### config.mk
export PLATFORM = sky130hd
export DESIGN_NAME = full_adder_using_half_adder
export DESIGN_NICKNAME = d
export VERILOG_FILES = /design/src/rtl/half_adder.sv /design/src/rtl/full_adder_using_half_adder.sv
export SDC_FILE = /design/constraint.sdc
export NUM_CORES = 1
export LEC_CHECK = 0
export CAP_MARGIN = 20
export CORE_AREA = 2 2 39 41
export CTS_CLUSTER_DIAMETER = 100
export DETAILED_ROUTE_END_ITERATION = 10
export DIE_AREA = 0 0 41 43
export PLACE_DENSITY = 0.36
export SLEW_MARGIN = 20
export SYNTH_ARGS = -nofsm -noshare
export SYNTH_HDL_FRONTEND = slang
export SYNTH_SLANG_ARGS = --single-unit
### constraint.sdc
create_clock -name clk -period 0.95 [get_ports clk]
set_input_delay 0.1425 -clock clk [delete_from_list [all_inputs] [get_ports clk]]
set_output_delay 0.1425 -clock clk [all_outputs]
set_load 0.02 [all_outputs]
### src/rtl/half_adder.sv
// Half adder: one-bit propagate (sum) and generate (carry) from two operands.
module half_adder (
  input  logic a,
  input  logic b,
  output logic sum,
  output logic carry
);

  assign sum   = a ^ b;
  assign carry = a & b;

endmodule

### src/rtl/full_adder_using_half_adder.sv
// One-bit full adder built from two half adders, with a combinational result
// and a valid-qualified registered copy of it.
module full_adder_using_half_adder (
  input  logic clk,
  input  logic rst,
  input  logic a,
  input  logic b,
  input  logic cin,
  input  logic in_valid,
  output logic sum,
  output logic cout,
  output logic sum_q,
  output logic cout_q,
  output logic out_valid
);

  logic p;
  logic g1;
  logic g2;

  half_adder u_ha_ab (
    .a     (a),
    .b     (b),
    .sum   (p),
    .carry (g1)
  );

  half_adder u_ha_pc (
    .a     (p),
    .b     (cin),
    .sum   (sum),
    .carry (g2)
  );

  // g1 and g2 are mutually exclusive, so OR never needs to carry two.
  assign cout = g1 | g2;

  // Registered stage holds its last valid result; out_valid tracks in_valid.
  always_ff @(posedge clk) begin
    if (rst) begin
      sum_q     <= 1'b0;
      cout_q    <= 1'b0;
      out_valid <= 1'b0;
    end else begin
      if (in_valid) begin
        sum_q  <= sum;
        cout_q <= cout;
      end
      out_valid <= in_valid;
    end
  end

endmodule

==> results of run 1 <==
[path summary, 6_finish.rpt]
check	end	cells after the start	slack, ns
max reg2reg	sum_q	2	0.34
min reg2reg	cout_q	2	0.49
max	sum	3	-0.13
min	sum_q	4	0.43
[flip-flops by register name (all words and copies together) (netlist names)]
| name | flops |
|---|---|
| cout_q | 1 |
| sum_q | 1 |
| out_valid | 1 |
[power groups by stage]
stage / clock network, mW / registers (mW) / logic [mW]
final: 0.223 / 0.139 / 0.106
after global routing: 0.252 / 0.140 / 0.114
after CTS: 0.236 / 0.139 / 0.108
after detailed placement: 0 / 0.141 / 0.118
after global placement: 0 / 0.142 / 0.115
after floorplan: 0 / 0.153 / 0.0392
[layout make-up]
| cell class | count | share of cell area |
|---|---|---|
| clock buffer | 4 | 0.106 |
| multi-input combinational | 6 | 0.226 |
| sequential | 3 | 0.241 |
| tap | 16 | 0.0804 |
| timing repair buffer | 11 | 0.347 |
[what timing repair did]
action	4_1_cts	5_1_grt
setup endpoints to repair	7	1
pin swaps	1	0
resized for setup	34	0
[per-layer routing]
layer,share of wire,vias to the layer above
li1,-,61
met1,0.47,48
met2,0.31,11
met3,0.22,0
met4,0,0
met5,0,-
[Yosys cell counts]
library cell	number
mux2i_1	2
nor2b_1	1
dfxtp_1	3
fa_1	1
nor2_1	2
[worst register-to-register path, delay by kind of cell (launching register included)]
kind          cells  cell delay [ns]
mux               1             0.14
flops             1             0.30
simple gates      1             0.06
[cells by family (layout without fill, tap and decap cells)]
family	Yosys count	count (layout)	share of synthesized area
muxes	2	2	0.176
buffers and inverters	0	15	0
adders and majority gates	1	1	0.176
and+or+nand+nor	3	3	0.121
DFF	3	3	0.527
[through the flow]
step | util | cells
2_1_floorplan | - | 9
3_3_place_gp | 0.176 | 36
3_5_place_dp | 0.176 | 36
4_1_cts | 0.180 | 40
5_1_grt | 0.180 | 40
6_report | 0.180 | 40
==> impl_metrics.ini, run 1 <==
[clocking]
clockBufferDepth = 2
cts_made_buffers = 3
cts_htree_levels = 1
cts-root-buf = clkbuf_4
post-cts-setup-buffers = 0
cts_sinks = 3
clock_latency_ns = 0.23
clk_pin_slew_ns = 0.04
ctsHoldBuffers = 0
cts_tree = built

[timing]
clock-skew-final_ns = 0
fin_hold_ws_ns = 0.431
setup_ws_ns = -0.134
finalCritPeriodShare = 1.14
slew_violations = 0
slew_headroom = 0.900
final.setup.tns_ns = -0.134
rsz0062_at_grt = true
tightest_slew_ns = 0.146
finalCriticalPeriod_ns = 1.08
setup_viol_count_final = 1
hold_viol_final = 0
max_freq_mhz = 922

[power]
p_int_mw = 0.348
p_leak_nw = 0.115
powerDensity_nw_per_um2 = 1880
switching_share = 0.257
pwr-share-comb = 0.227
pwr-share-clk = 0.476
net-switching-power_mw = 0.120
power_frac_seq = 0.297
p_total_mw = 0.468
peakVddDrop_mv = 0.323

[worst_hold_path]
hp-start = cin
hp-class = in2reg

[route]
drt_iter0_drc = 1
drtAntennaViolNets = 0
routed_wl_um = 320
vias_per_cell = 3.00
drc = 0
vias = 120
wl_per_cell_um = 8.00
drt_pass1_iterations = 2

[synth]
yosys_warnings = 0
synthesis.nets = 16
ys_seq_elements = 3
syn_area_sq_um = 114
yosysUniqueCellTypes = 5
synth_top_area_frac = 0.527
synth.area.top_cells = dfxtp_1, fa_1, mux2i_1
syn_area_per_cell_sq_um = 12.7
ys_seq_area_frac = 0.527
netlist_instances = 9
synth_area_leader_cell = dfxtp_1

[job]
cap_viol_max_count = 0

[finish]
multiInputGateArea_sq_um = 56.3
design_area_sq_um = 249
seq_area_sq_um = 60.1
final_layout_size_suffix_gt1_frac = 0.542
final_cell_mix = buf_2, clkbuf_4, dfxtp_1
mostFrequentLayoutCell = buf_2
fillerInstances = 154
area_growth_pct = 119
nets = 32
antennaDiodeCount = 0

[die]
ioPinCount = 11
initial_core_util = 0.0823
row_count = 14
die_x_um = 41
dieHeight_um = 43
dieArea_sq_um = 1760
core_sq_um = 1380

[run_status]
violations = setup timing
outcome = finished with violations

[worst_setup_path]
crit_start = cin
path_common_cell = buf_6
cp_num_buf_inv = 2
crit_required_ns = 0.81
cp-end-kind = output pin
critPathArrivalTime_ns = 0.94
cp_slowest_stage_delay_ns = 0.58
critPathKind = in2out
cp-start-kind = input port
cp_max_fo = 2
worstPathCellList = buf_6 > fa_2 > buf_6
crit_slowest_cell = fa_2
path_delay_family = adder cells
r2r-start = sum_q

[global_routing]
first_global_vias = 131
grt_usage = 0.0512
globalRouteOverflowTotal = 0
met2_usage = 0.0469
busiest_layer = met3
antenna_found_initial = 0
grt_pass1_wl_um = 496
grt_use_met1 = 0.0417
grt_max_degree = 4
grt_use_met3 = 0.0890

[placed_design]
placed_cell_area_sq_um = 244
gp_congestion = 0.566
io_buffers = 10
dp_slack_ns = -0.981
Note: power is estimated with default switching activity, not from simulation.
==> inputs of run 2 (changes only) <==
SLEW_MARGIN = 0   (was 20)
==> results of run 2 <==
Same layout as run 1: the final DEF is identical, and so are final timing and power.
